--- config.mk ---
export PLATFORM = sky130hd
export DESIGN_NAME = id_ex_pipe
export DESIGN_NICKNAME = d
export VERILOG_FILES = /design/src/rtl/id_ex_pipe_pkg.sv /design/src/rtl/idex_fwd_mux.sv /design/src/rtl/id_ex_pipe.sv
export SDC_FILE = /design/constraint.sdc
export NUM_CORES = 1
export LEC_CHECK = 0
export CAP_MARGIN = 20
export CORE_MARGIN = 3
export CORE_UTILIZATION = 30
export DETAILED_ROUTE_END_ITERATION = 8
export PLACE_DENSITY = 0.74
export SYNTH_ARGS = -nofsm -noshare
export SYNTH_HDL_FRONTEND = slang
export SYNTH_SLANG_ARGS = --single-unit
--- constraint.sdc ---
create_clock -name clk -period 3 [get_ports clk]
set_input_delay 0.45 -clock clk [delete_from_list [all_inputs] [get_ports clk]]
set_output_delay 0.45 -clock clk [all_outputs]
set_load 0.01 [all_outputs]
--- src/rtl/id_ex_pipe_pkg.sv ---
// ---------------------------------------------------------------------------
// id_ex_pipe_pkg
// Shared constants and types for the decode->execute boundary:
//   REG_AW_DEF  default GPR index width
//   DATA_W_DEF  default operand width
//   SA_W        width of the shift-amount field
//   ALUOP_W     width of the ALU operation code
//   aluop_e     ALU operation codes (ALU_NOP = 0 makes the ALU output zero)
// ---------------------------------------------------------------------------
package id_ex_pipe_pkg;

  localparam int REG_AW_DEF = 5;
  localparam int DATA_W_DEF = 32;
  localparam int SA_W       = 5;
  localparam int ALUOP_W    = 8;

  typedef enum logic [ALUOP_W-1:0] {
    ALU_NOP  = 8'h00,
    ALU_ADDU = 8'h01,
    ALU_SUBU = 8'h02,
    ALU_AND  = 8'h03,
    ALU_OR   = 8'h04,
    ALU_XOR  = 8'h05,
    ALU_SLL  = 8'h06,
    ALU_SRL  = 8'h07,
    ALU_SRA  = 8'h08,
    ALU_SLT  = 8'h09
  } aluop_e;

endpackage

--- src/rtl/idex_fwd_mux.sv ---
// ---------------------------------------------------------------------------
// idex_fwd_mux
// Resolves the value of one source register for the instruction in ID and
// reports whether that source cannot be satisfied this cycle.
// Build option: IDEX_FWD_EN
//   defined   -> bypass from EX (non-load) then MEM, stall only on load-use
//   undefined -> regfile value only, stall on any pending EX/MEM writer
// Ports:
//   src_i        source register index        use_i       source is read
//   ex_*_i       EX-stage instruction state   ex_alures_i ALU result in EX
//   mem_*_i      MEM-stage writeback          rf_rdata_i  regfile read data
//   value_o      resolved operand value       hazard_o    source must wait
// Register 0 always reads as zero and never matches a writer.
// ---------------------------------------------------------------------------
module idex_fwd_mux
  import id_ex_pipe_pkg::*;
#(
  parameter int REG_AW = REG_AW_DEF,
  parameter int DATA_W = DATA_W_DEF
) (
  input  logic [REG_AW-1:0] src_i,
  input  logic              use_i,
  input  logic              ex_valid_i,
  input  logic              ex_wreg_i,
  input  logic [REG_AW-1:0] ex_wraddr_i,
  input  logic              ex_is_load_i,
  input  logic [DATA_W-1:0] ex_alures_i,
  input  logic              mem_wreg_i,
  input  logic [REG_AW-1:0] mem_wraddr_i,
  input  logic [DATA_W-1:0] mem_wdata_i,
  input  logic [DATA_W-1:0] rf_rdata_i,
  output logic [DATA_W-1:0] value_o,
  output logic              hazard_o
);

  logic src_zero_s;
  logic ex_hit_s;
  logic mem_hit_s;

  assign src_zero_s = (src_i == {REG_AW{1'b0}});
  assign ex_hit_s   = !src_zero_s && ex_valid_i && ex_wreg_i && (ex_wraddr_i == src_i);
  assign mem_hit_s  = !src_zero_s && mem_wreg_i && (mem_wraddr_i == src_i);

`ifdef IDEX_FWD_EN
  // Operand source: EX result beats MEM value; a load in EX has no data yet.
  always_comb begin
    value_o = rf_rdata_i;
    if (src_zero_s) begin
      value_o = {DATA_W{1'b0}};
    end else if (ex_hit_s && !ex_is_load_i) begin
      value_o = ex_alures_i;
    end else if (mem_hit_s) begin
      value_o = mem_wdata_i;
    end else begin
      value_o = rf_rdata_i;
    end
  end

  // Only a load in EX leaves the operand unavailable.
  assign hazard_o = use_i && ex_hit_s && ex_is_load_i;
`else
  // Without bypassing the regfile is the only source.
  always_comb begin
    value_o = rf_rdata_i;
    if (src_zero_s) begin
      value_o = {DATA_W{1'b0}};
    end else begin
      value_o = rf_rdata_i;
    end
  end

  // Any in-flight writer of this register must drain first.
  assign hazard_o = use_i && (ex_hit_s || mem_hit_s);

  logic unused_s;
  assign unused_s = ^{ex_alures_i, mem_wdata_i, ex_is_load_i};
`endif

endmodule

--- src/rtl/id_ex_pipe.sv ---
// ---------------------------------------------------------------------------
// id_ex_pipe
// Decode->execute pipeline register. Selects operands (regfile / immediate /
// shift amount / bypass), latches them with the ALU op and destination into
// EX, and raises a combinational stall request on unresolved RAW hazards.
// Build option: IDEX_FWD_EN enables the EX/MEM bypass network.
// Ports:
//   clk, resetn (sync, active-low), flush, stall_id, stall_ex  control
//   id_*                 decoded instruction in ID
//   rf_rdata1/2          regfile read data for rs / rt
//   ex_alures            ALU result of the instruction in EX
//   mem_wreg/wraddr/wdata  MEM-stage writeback
//   ex_*                 registered EX-stage contents (drive the ALU)
//   stallreq_id          hazard stall request to the pipeline controller
// Update priority per edge: reset > flush > stall_ex hold > stall_id bubble
// > advance. An empty ID slot advances as a bubble.
// ---------------------------------------------------------------------------
module id_ex_pipe
  import id_ex_pipe_pkg::*;
#(
  parameter int REG_AW = REG_AW_DEF,
  parameter int DATA_W = DATA_W_DEF
) (
  input  logic               clk,
  input  logic               resetn,
  input  logic               flush,
  input  logic               stall_id,
  input  logic               stall_ex,
  input  logic               id_valid,
  input  logic [ALUOP_W-1:0] id_aluop,
  input  logic [REG_AW-1:0]  id_rs,
  input  logic [REG_AW-1:0]  id_rt,
  input  logic               id_use_rs,
  input  logic               id_use_rt,
  input  logic               id_use_imm,
  input  logic               id_use_sa,
  input  logic [DATA_W-1:0]  id_imm,
  input  logic [SA_W-1:0]    id_sa,
  input  logic               id_wreg,
  input  logic [REG_AW-1:0]  id_wraddr,
  input  logic               id_is_load,
  input  logic [DATA_W-1:0]  rf_rdata1,
  input  logic [DATA_W-1:0]  rf_rdata2,
  input  logic [DATA_W-1:0]  ex_alures,
  input  logic               mem_wreg,
  input  logic [REG_AW-1:0]  mem_wraddr,
  input  logic [DATA_W-1:0]  mem_wdata,
  output logic               ex_valid,
  output logic [ALUOP_W-1:0] ex_aluop,
  output logic [DATA_W-1:0]  ex_opr1,
  output logic [DATA_W-1:0]  ex_opr2,
  output logic               ex_wreg,
  output logic [REG_AW-1:0]  ex_wraddr,
  output logic               ex_is_load,
  output logic               stallreq_id
);

  logic               ex_valid_q,   ex_valid_d;
  logic [ALUOP_W-1:0] ex_aluop_q,   ex_aluop_d;
  logic [DATA_W-1:0]  ex_opr1_q,    ex_opr1_d;
  logic [DATA_W-1:0]  ex_opr2_q,    ex_opr2_d;
  logic               ex_wreg_q,    ex_wreg_d;
  logic [REG_AW-1:0]  ex_wraddr_q,  ex_wraddr_d;
  logic               ex_is_load_q, ex_is_load_d;

  logic [DATA_W-1:0]  rs_val_s;
  logic [DATA_W-1:0]  rt_val_s;
  logic               rs_hz_s;
  logic               rt_hz_s;
  logic [DATA_W-1:0]  opr1_s;
  logic [DATA_W-1:0]  opr2_s;
  logic               bubble_s;

  idex_fwd_mux #(.REG_AW(REG_AW), .DATA_W(DATA_W)) u_fwd_rs (
    .src_i        (id_rs),
    .use_i        (id_use_rs),
    .ex_valid_i   (ex_valid_q),
    .ex_wreg_i    (ex_wreg_q),
    .ex_wraddr_i  (ex_wraddr_q),
    .ex_is_load_i (ex_is_load_q),
    .ex_alures_i  (ex_alures),
    .mem_wreg_i   (mem_wreg),
    .mem_wraddr_i (mem_wraddr),
    .mem_wdata_i  (mem_wdata),
    .rf_rdata_i   (rf_rdata1),
    .value_o      (rs_val_s),
    .hazard_o     (rs_hz_s)
  );

  idex_fwd_mux #(.REG_AW(REG_AW), .DATA_W(DATA_W)) u_fwd_rt (
    .src_i        (id_rt),
    .use_i        (id_use_rt),
    .ex_valid_i   (ex_valid_q),
    .ex_wreg_i    (ex_wreg_q),
    .ex_wraddr_i  (ex_wraddr_q),
    .ex_is_load_i (ex_is_load_q),
    .ex_alures_i  (ex_alures),
    .mem_wreg_i   (mem_wreg),
    .mem_wraddr_i (mem_wraddr),
    .mem_wdata_i  (mem_wdata),
    .rf_rdata_i   (rf_rdata2),
    .value_o      (rt_val_s),
    .hazard_o     (rt_hz_s)
  );

  // Shift-by-immediate puts the zero-extended sa field on opr1.
  assign opr1_s = id_use_sa  ? {{(DATA_W-SA_W){1'b0}}, id_sa} : rs_val_s;
  assign opr2_s = id_use_imm ? id_imm : rt_val_s;

  // A flush always bubbles; otherwise stall_ex holds, even over stall_id.
  assign bubble_s = flush || (!stall_ex && (stall_id || !id_valid));

  assign stallreq_id = id_valid && !flush && (rs_hz_s || rt_hz_s);

  // Next EX-stage contents: bubble, hold, or advance from ID.
  always_comb begin
    ex_valid_d   = ex_valid_q;
    ex_aluop_d   = ex_aluop_q;
    ex_opr1_d    = ex_opr1_q;
    ex_opr2_d    = ex_opr2_q;
    ex_wreg_d    = ex_wreg_q;
    ex_wraddr_d  = ex_wraddr_q;
    ex_is_load_d = ex_is_load_q;
    if (bubble_s) begin
      ex_valid_d   = 1'b0;
      ex_aluop_d   = ALU_NOP;
      ex_opr1_d    = {DATA_W{1'b0}};
      ex_opr2_d    = {DATA_W{1'b0}};
      ex_wreg_d    = 1'b0;
      ex_wraddr_d  = {REG_AW{1'b0}};
      ex_is_load_d = 1'b0;
    end else if (stall_ex) begin
      ex_valid_d   = ex_valid_q;
      ex_aluop_d   = ex_aluop_q;
      ex_opr1_d    = ex_opr1_q;
      ex_opr2_d    = ex_opr2_q;
      ex_wreg_d    = ex_wreg_q;
      ex_wraddr_d  = ex_wraddr_q;
      ex_is_load_d = ex_is_load_q;
    end else begin
      ex_valid_d   = 1'b1;
      ex_aluop_d   = id_aluop;
      ex_opr1_d    = opr1_s;
      ex_opr2_d    = opr2_s;
      ex_wreg_d    = id_wreg;
      ex_wraddr_d  = id_wraddr;
      ex_is_load_d = id_is_load;
    end
  end

  // EX-stage pipeline register with synchronous active-low reset.
  always_ff @(posedge clk) begin
    if (!resetn) begin
      ex_valid_q   <= 1'b0;
      ex_aluop_q   <= {ALUOP_W{1'b0}};
      ex_opr1_q    <= {DATA_W{1'b0}};
      ex_opr2_q    <= {DATA_W{1'b0}};
      ex_wreg_q    <= 1'b0;
      ex_wraddr_q  <= {REG_AW{1'b0}};
      ex_is_load_q <= 1'b0;
    end else begin
      ex_valid_q   <= ex_valid_d;
      ex_aluop_q   <= ex_aluop_d;
      ex_opr1_q    <= ex_opr1_d;
      ex_opr2_q    <= ex_opr2_d;
      ex_wreg_q    <= ex_wreg_d;
      ex_wraddr_q  <= ex_wraddr_d;
      ex_is_load_q <= ex_is_load_d;
    end
  end

  assign ex_valid   = ex_valid_q;
  assign ex_aluop   = ex_aluop_q;
  assign ex_opr1    = ex_opr1_q;
  assign ex_opr2    = ex_opr2_q;
  assign ex_wreg    = ex_wreg_q;
  assign ex_wraddr  = ex_wraddr_q;
  assign ex_is_load = ex_is_load_q;

endmodule

# Yosys cells after proc, flatten, opt, wreduce, memory -nomap -nowiden
# Cells that the tools add are included.
dict set report op_classes {
  reduce_logical 28
  bitwise_logic 1
  n_eq_ne 4
  mux 4
}
# op n
set ops {}
lappend ops {{$mux 32} 4}
lappend ops {{$eq 5x5->1} 4}
lappend ops {{$logic_and 1x1->1} 15}
lappend ops {{$logic_not 5->1} 2}
lappend ops {{$logic_not 1->1} 5}
lappend ops {{$logic_or 1x1->1} 5}
lappend ops {{$reduce_or 2->1} 1}
lappend ops {{$not 1->1} 1}
dict set report word_totals {
  elab_cells 44
  in_bits 206
  register_bits 80
  out_inout_bits 81
}

# Logic depth before layout (Yosys ltp)
# Gate-level depths: netlist (run 1).
dict set report logic_depth {
  word_depth 9
  ltp_mapped 6
  mapped_depth_nobuf 4
}

# Hierarchy
# A second synthesis (run 1) with hierarchy kept.
dict set report unflattened {
  cells_unflattened 414
  area_unflattened_um2 4023.9
}
# mod instances cells_per_inst area_each_um2 seq_area_each_um2
set by_module_without_submodules {}
lappend by_module_without_submodules {id_ex_pipe 1 308 3290.7 1601.5}
lappend by_module_without_submodules {idex_fwd_mux 2 53 366.6 0.0}

# Worst setup path after synthesis (run 1)
# No wires, ideal clock.
dict set report synth_timing {
  path_type {input to output}
  start {input id_rt[0]}
  end {output stallreq_id}
  stages 4
  setup_slack_ns 1.179
  arrival_ns 1.371
  n_path_buf 0
  t_required_ns 2.550
  cell_sequence {or4_4 nor2_1 nor4bb_1 a22o_1}
}
dict set report synth_between {
  elab_chain_cells 9
  word_cells_on_any_way 13
  cone_classes {eq/ne: 2; reduce/logical: 11}
}
# element line
set synth_rtl {}
lappend synth_rtl {{from (decl)} id_ex_pipe.sv:32} ;# input logic [REG_AW-1:0] id_rt,
lappend synth_rtl {{$logic_not 5->1} idex_fwd_mux.sv:40} ;# assign src_zero_s = (src_i == {REG_AW{1'b0}});
lappend synth_rtl {{$logic_not 1->1} {idex_fwd_mux.sv:41, idex_fwd_mux.sv:42}}
lappend synth_rtl {{$logic_and 1x1->1 (3 in series)} idex_fwd_mux.sv:41} ;# assign ex_hit_s = !src_zero_s && ex_valid_i && ex_wreg_i && (ex_wraddr_i == src_i);
lappend synth_rtl {{$logic_or 1x1->1 *} idex_fwd_mux.sv:73} ;# assign hazard_o = use_i && (ex_hit_s || mem_hit_s);
lappend synth_rtl {{$logic_and 1x1->1 *} idex_fwd_mux.sv:73}
lappend synth_rtl {{$logic_or 1x1->1 *} id_ex_pipe.sv:113} ;# assign stallreq_id = id_valid && !flush && (rs_hz_s || rt_hz_s);
lappend synth_rtl {{$logic_and 1x1->1 *} id_ex_pipe.sv:113}
lappend synth_rtl {{to (decl)} id_ex_pipe.sv:55} ;# output logic stallreq_id
# Every way passes the cells marked *; elsewhere a longest branch is shown, timed or not.

# Final worst setup path (run 1)
# Ends and elaborated chain as after synthesis.

==> results.sh, run 1 <==
export IMPL_die_width_um=117
export IMPL_finalCritPeriodShare_pct=96.1
export IMPL_dp_hpwl_um=8910
export IMPL_seq_area_frac_synth_pct=43.4
export IMPL_fmax_ghz=0.347
export IMPL_synth_nets=587
export IMPL_final_setup_worst_slack_ns=0.117
export IMPL_area_growth_pct=70.7
export IMPL_period_needed_ns=2.88
export IMPL_antenna_found_initial=0
export IMPL_ff2ff_path_depth=2
export IMPL_critPathKind="in -> out"
export IMPL_layout_common_cells="clkdlybuf4s50_1, dfxtp_1, nor2b_1, nor3_1, a221oi_2"
export IMPL_crit_reg2reg_launch="ex_wraddr[2]$_SDFFE_PP0N_"
export IMPL_ctsResizeCount=0
export IMPL_ys_types=24
export IMPL_min_delay_worst_endpoint="ex_opr1[15]$_SDFFE_PP0N_"
export IMPL_cp_max_fo=3
export IMPL_antennaDiodeCount=0
export IMPL_postCtsSetupRepairBufs=0
export IMPL_endpoint_kind="output pin"
export IMPL_port_buffers=222
export IMPL_cts_sinks=80
export IMPL_ctsHoldBuffers=0
export IMPL_initial_core_util_pct=31.5
export IMPL_ys_seq_elements=80
export IMPL_ant_nets=0
export IMPL_grt_pass1_wl_um=18700
export IMPL_rsz0062_at_grt="no"
export IMPL_cts_root_buf="clkbuf_16"
export IMPL_first_iter_violations=194
export IMPL_synthCells=381
export IMPL_worstHoldStart="ex_opr1[15]$_SDFFE_PP0N_"
export IMPL_status="finished, final reports clean"
export IMPL_overflow=0
export IMPL_finalSetupViolCount=0
export IMPL_yosysWarningCount=0
export IMPL_final_nets=790
export IMPL_vias_per_cell=4.92
export IMPL_maxCapViolCount=0
export IMPL_tritoncts="done"
export IMPL_power_leakage_uw=0.00218
export IMPL_grt_pass1_vias=3662
export IMPL_fin_total_pwr_uw=2820
export IMPL_fin_worst_skew_ns=0
export IMPL_required_ns=2.55
export IMPL_grt_max_degree=145
export IMPL_crit_arrival_ns=2.43
export IMPL_fp_dieArea_um2=13700
export IMPL_slew_viol_final=0
export IMPL_placeableCoreArea_um2=11700
export IMPL_io_pins=287
export IMPL_cellPowerDensity_nw_per_um2=447
export IMPL_clockBufferDepth=2
export IMPL_wl_um=12100
export IMPL_ff2ff_setup_slack_ns=2.30
export IMPL_vias=3598
export IMPL_maxSlewHeadroom_pct=57.0
export IMPL_dr_pass1_iters=4
export IMPL_rr_endpoint="ex_wraddr[2]$_SDFFE_PP0N_"
export IMPL_insertion_delay_ns=0.33
export IMPL_syn_area_per_cell_um2=9.69
export IMPL_start_kind="input pin"
export IMPL_hold_class="reg -> reg"
export IMPL_routabilityCongestion=0.797
export IMPL_worst_slew_pin_slew_ns=0.645
export IMPL_hold_depth=2
export IMPL_irDropWorstVdd_v=0.000234
export IMPL_wl_per_cell_um=16.6
export IMPL_finalSetupTns_ns=0
export IMPL_track_usage_pct=17.4
export IMPL_drc_errors=0
export IMPL_fp_row_count=39
export IMPL_cts_htree_levels=3
export IMPL_syn_cell_area_um2=3690
export IMPL_drive_above_1_share_pct=9.51
export IMPL_dp_slack_ns=0.112
export IMPL_numCtsBuffers=9
export IMPL_clkTransAtPathRegs_ns=0.06
export IMPL_dieHeight_um=117
export IMPL_hold_viol=0
export IMPL_final_common_cell="clkdlybuf4s50_1"
-- power by group --
part | total [uW] | switching [uW] | internal [uW]
sequential | 1100 | 15.7 | 1090
clock | 1220 | 423 | 798
combinational | 492 | 192 | 300
-- through the flow --
stage / instance area, um^2 / utilization (%) / instances / hold slack [ns]
2_1_floorplan: 3690 / - / 381 / 0.490
3_3_place_gp: 5970 / 51.0 / 716 / 0.452
3_5_place_dp: 5970 / 51.0 / 716 / 0.455
4_1_cts: 6300 / 53.8 / 732 / 0.464
5_1_grt: 6300 / 53.8 / 732 / 0.487
6_report: 6300 / 53.8 / 732 / 0.463
-- flip-flops by register name, indices dropped and copies added (netlist names) --
register,cells
ex_aluop,8
ex_valid,1
ex_wreg,1
ex_opr2,32
ex_is_load,1
ex_wraddr,5
ex_opr1,32
-- cell type report --
| type | instances | area, um^2 |
|---|---|---|
| fill | 1068 | 5410 |
| timing repair buffer | 227 | 2260 |
| multi-input combinational | 264 | 1910 |
| sequential | 80 | 1600 |
| clock buffer | 14 | 274 |
| tap | 143 | 179 |
| clock inverter | 2 | 60.1 |
| inverter | 2 | 7.51 |
-- worst max-delay path: stages --
cell and delay, ns:
clkdlybuf4s50_1 0.48, or4_4 0.59, nor2_1 0.13, nor4bb_1 0.07
a22o_1 0.23, clkdlybuf4s50_1 0.49
-- cells by family after synthesis --
logic type | Yosys count | share of synthesized area, %
simple gates | 158 | 23.8
flops | 80 | 43.4
xor+xnor | 20 | 4.74
mux | 15 | 4.07
buf+inv | 37 | 4.78
compound gates | 71 | 19.2
-- per-layer routing --
metal  track usage [%]  share of wire (%)  vias up
met2              29.8                 49      144
li1                  -                  -     1771
met4              6.88                1.7        0
met5                 0                  0        -
met1              20.1                 41     1667
met3              5.71                8.8       16
-- synth_stat cells (all sizes together) --
cell	count	area (um^2)
or4	2	22.5
a21oi	29	145
a22o	1	8.76
buf	15	93.8
o21ba	2	32.5
dfxtp	80	1600
nor3	37	185
nand3b	27	203
nor2b	37	231
nand3	2	10.0
xnor2	20	175
clkbuf	20	75.1
inv	2	7.51
nor4bb	2	20.0
nand4	4	25.0
or3b	1	8.76
o22ai	2	12.5
nand2	29	109
nor2	17	63.8
mux2i	15	150
a221oi	37	512
-- worst max path at each step --
stage / end / start / cells after the start
CTS: stallreq_id / id_rt[0] / 6
detailed placement: stallreq_id / id_rt[0] / 6
floorplan: stallreq_id / id_rt[0] / 4
global placement: stallreq_id / id_rt[0] / 6
global route: stallreq_id / id_rt[0] / 6
finish: stallreq_id / id_rt[0] / 6
(Power assumes the default switching activity.)
==> run 2, diff against run 1 <==
--- a/config.mk
+++ b/config.mk
@@ -8,6 +8,7 @@
 export CAP_MARGIN = 20
 export CORE_MARGIN = 3
 export CORE_UTILIZATION = 30
+export CTS_BUF_LIST = sky130_fd_sc_hd__clkbuf_4
 export DETAILED_ROUTE_END_ITERATION = 8
 export PLACE_DENSITY = 0.74
 export SYNTH_ARGS = -nofsm -noshare
==> run 2 against run 1 <==
Compared with the run above:
- wire length down 0.18%
- via count rose by 0.14%
- clock power decreased by 41%
- clock skew is the same
- sequential cell count unchanged
- core utilization fell by 1.5 points
- sequential share of layout area increased by 0.75 points
- highest routed layer unchanged
- clock-buffer cell count decreased by 3
==> results.sh, run 2 (same netlist as run 1, synthesis figures left out) <==
export IMPL_critPathKind="in -> out"
export IMPL_place_inst=716
export IMPL_fmax_ghz=0.347
export IMPL_start_kind="input pin"
export IMPL_antenna_found_initial=0
export IMPL_ff2ff_path_depth=2
export IMPL_seqPwrFrac_pct=47.6
export IMPL_fin_worst_skew_ns=0
export IMPL_pwr_share_comb_pct=21.2
export IMPL_ctsHoldBuffers=0
export IMPL_grt_pass1_vias=3640
export IMPL_cp_max_fo=3
export IMPL_final_nets=790
export IMPL_hold_viol=0
export IMPL_wl_um=12100
export IMPL_drc_errors=0
export IMPL_cellPowerDensity_nw_per_um2=379
export IMPL_p_int_uw=1740
export IMPL_initial_core_util_pct=31.5
export IMPL_crit_arrival_ns=2.43
export IMPL_status="finished, final reports clean"
export IMPL_drive_above_1_share_pct=9.34
export IMPL_fp_dieArea_um2=13700
export IMPL_vias=3603
export IMPL_routabilityCongestion=0.797
export IMPL_fp_row_count=39
export IMPL_period_needed_ns=2.88
export IMPL_finalSetupTns_ns=0
export IMPL_grt_max_degree=145
export IMPL_postCtsSetupRepairBufs=0
export IMPL_grt_pass1_wl_um=18600
export IMPL_first_iter_violations=179
export IMPL_p_switching_uw=580
export IMPL_final_common_cell="clkdlybuf4s50_1"
export IMPL_clkTransAtPathRegs_ns=0.11
export IMPL_wl_per_cell_um=16.6
export IMPL_hold_depth=2
export IMPL_maxSlewHeadroom_pct=57.4
export IMPL_cts_root_buf="clkbuf_4"
export IMPL_insertion_delay_ns=0.44
export IMPL_overflow=0
export IMPL_clockBufferDepth=2
export IMPL_dp_hpwl_um=8910
export IMPL_vias_per_cell=4.92
export IMPL_ant_nets=0
export IMPL_dr_pass1_iters=4
export IMPL_irDropWorstVdd_v=0.000199
export IMPL_worst_slew_pin_slew_ns=0.639
export IMPL_power_leakage_uw=0.00210
export IMPL_p_sw_share_pct=25.0
export IMPL_numCtsBuffers=9
export IMPL_die_width_um=117
export IMPL_antennaDiodeCount=0
export IMPL_final_cells=732
export IMPL_slew_viol_final=0
export IMPL_cts_sinks=80
export IMPL_area_growth_pct=65.8
export IMPL_hold_class="reg -> reg"
export IMPL_cts_htree_levels=3
export IMPL_hold_ws_ns=0.471
export IMPL_p_clk_share_pct=31.2
export IMPL_tritoncts="done"
export IMPL_rsz0062_at_grt="no"
export IMPL_dieHeight_um=117
export IMPL_layout_common_cells="clkdlybuf4s50_1, dfxtp_1, nor2b_1, nor3_1, a221oi_2"
export IMPL_port_buffers=222
export IMPL_track_usage_pct=17.3
export IMPL_finalSetupViolCount=0
export IMPL_required_ns=2.55
export IMPL_maxCapViolCount=0
export IMPL_placeableCoreArea_um2=11700
export IMPL_endpoint_kind="output pin"
export IMPL_io_pins=287
export IMPL_finalCritPeriodShare_pct=96.1
export IMPL_ctsResizeCount=0
[run 2: changes by cell type in the layout (fill, tap and decap cells not counted), sizes merged]
cell / change
clkbuf: -3
clkinv: +3
[run 2: metal layers]
metal	GRT usage, %	share of wire (%)	wire length, um
met5	0	0	0
met4	6.88	1.8	223
met3	5.55	8.8	1070
met2	29.4	49	5890
met1	20.3	41	4930
[run 2: cell type report]
cell class | instances | area [um^2]
well taps | 143 | 179
multi-input cells | 264 | 1910
fillers | 1084 | 5590
repair buffers | 227 | 2260
clock inverters | 5 | 71.3
inverters | 2 | 7.51
clock buffers | 11 | 82.6
flip-flops and latches | 80 | 1600
[run 2: worst max-delay path: stages]
cell and delay (ns):
clkdlybuf4s50_1 0.49, or4_4 0.59, nor2_1 0.13, nor4bb_1 0.07
a22o_1 0.23, clkdlybuf4s50_1 0.49
[run 2: path summary, 6_finish.rpt]
kind | start | to | slack [ns]
worst min-delay path | ex_opr1[15]$_SDFFE_PP0N_ | ex_opr1[15]$_SDFFE_PP0N_ | 0.47
worst max-delay path | id_rt[0] | stallreq_id | 0.12
worst min register to register | ex_opr1[15]$_SDFFE_PP0N_ | ex_opr1[15]$_SDFFE_PP0N_ | 0.47
worst max register to register | ex_wraddr[2]$_SDFFE_PP0N_ | ex_wraddr[2]$_SDFFE_PP0N_ | 2.28
[run 2: through the flow]
stage                     area [um^2]  util, %  setup WS, ns  total power [uW]
after global placement           5970     51.0         0.106              1610
after global routing             6120     52.3        0.0551              2440
after CTS                        6120     52.3         0.108              2360
final                            6120     52.3         0.117              2320
after detailed placement         5970     51.0         0.112              1620
after floorplan                  3690        -          1.18              1330
[run 2: power groups by stage]
stage / clock [uW] / combinational, uW / sequential, uW
after CTS: 756 / 497 / 1100
after floorplan: 0 / 195 / 1140
after global routing: 801 / 530 / 1110
final: 722 / 492 / 1100
after global placement: 0 / 484 / 1130
after detailed placement: 0 / 494 / 1130
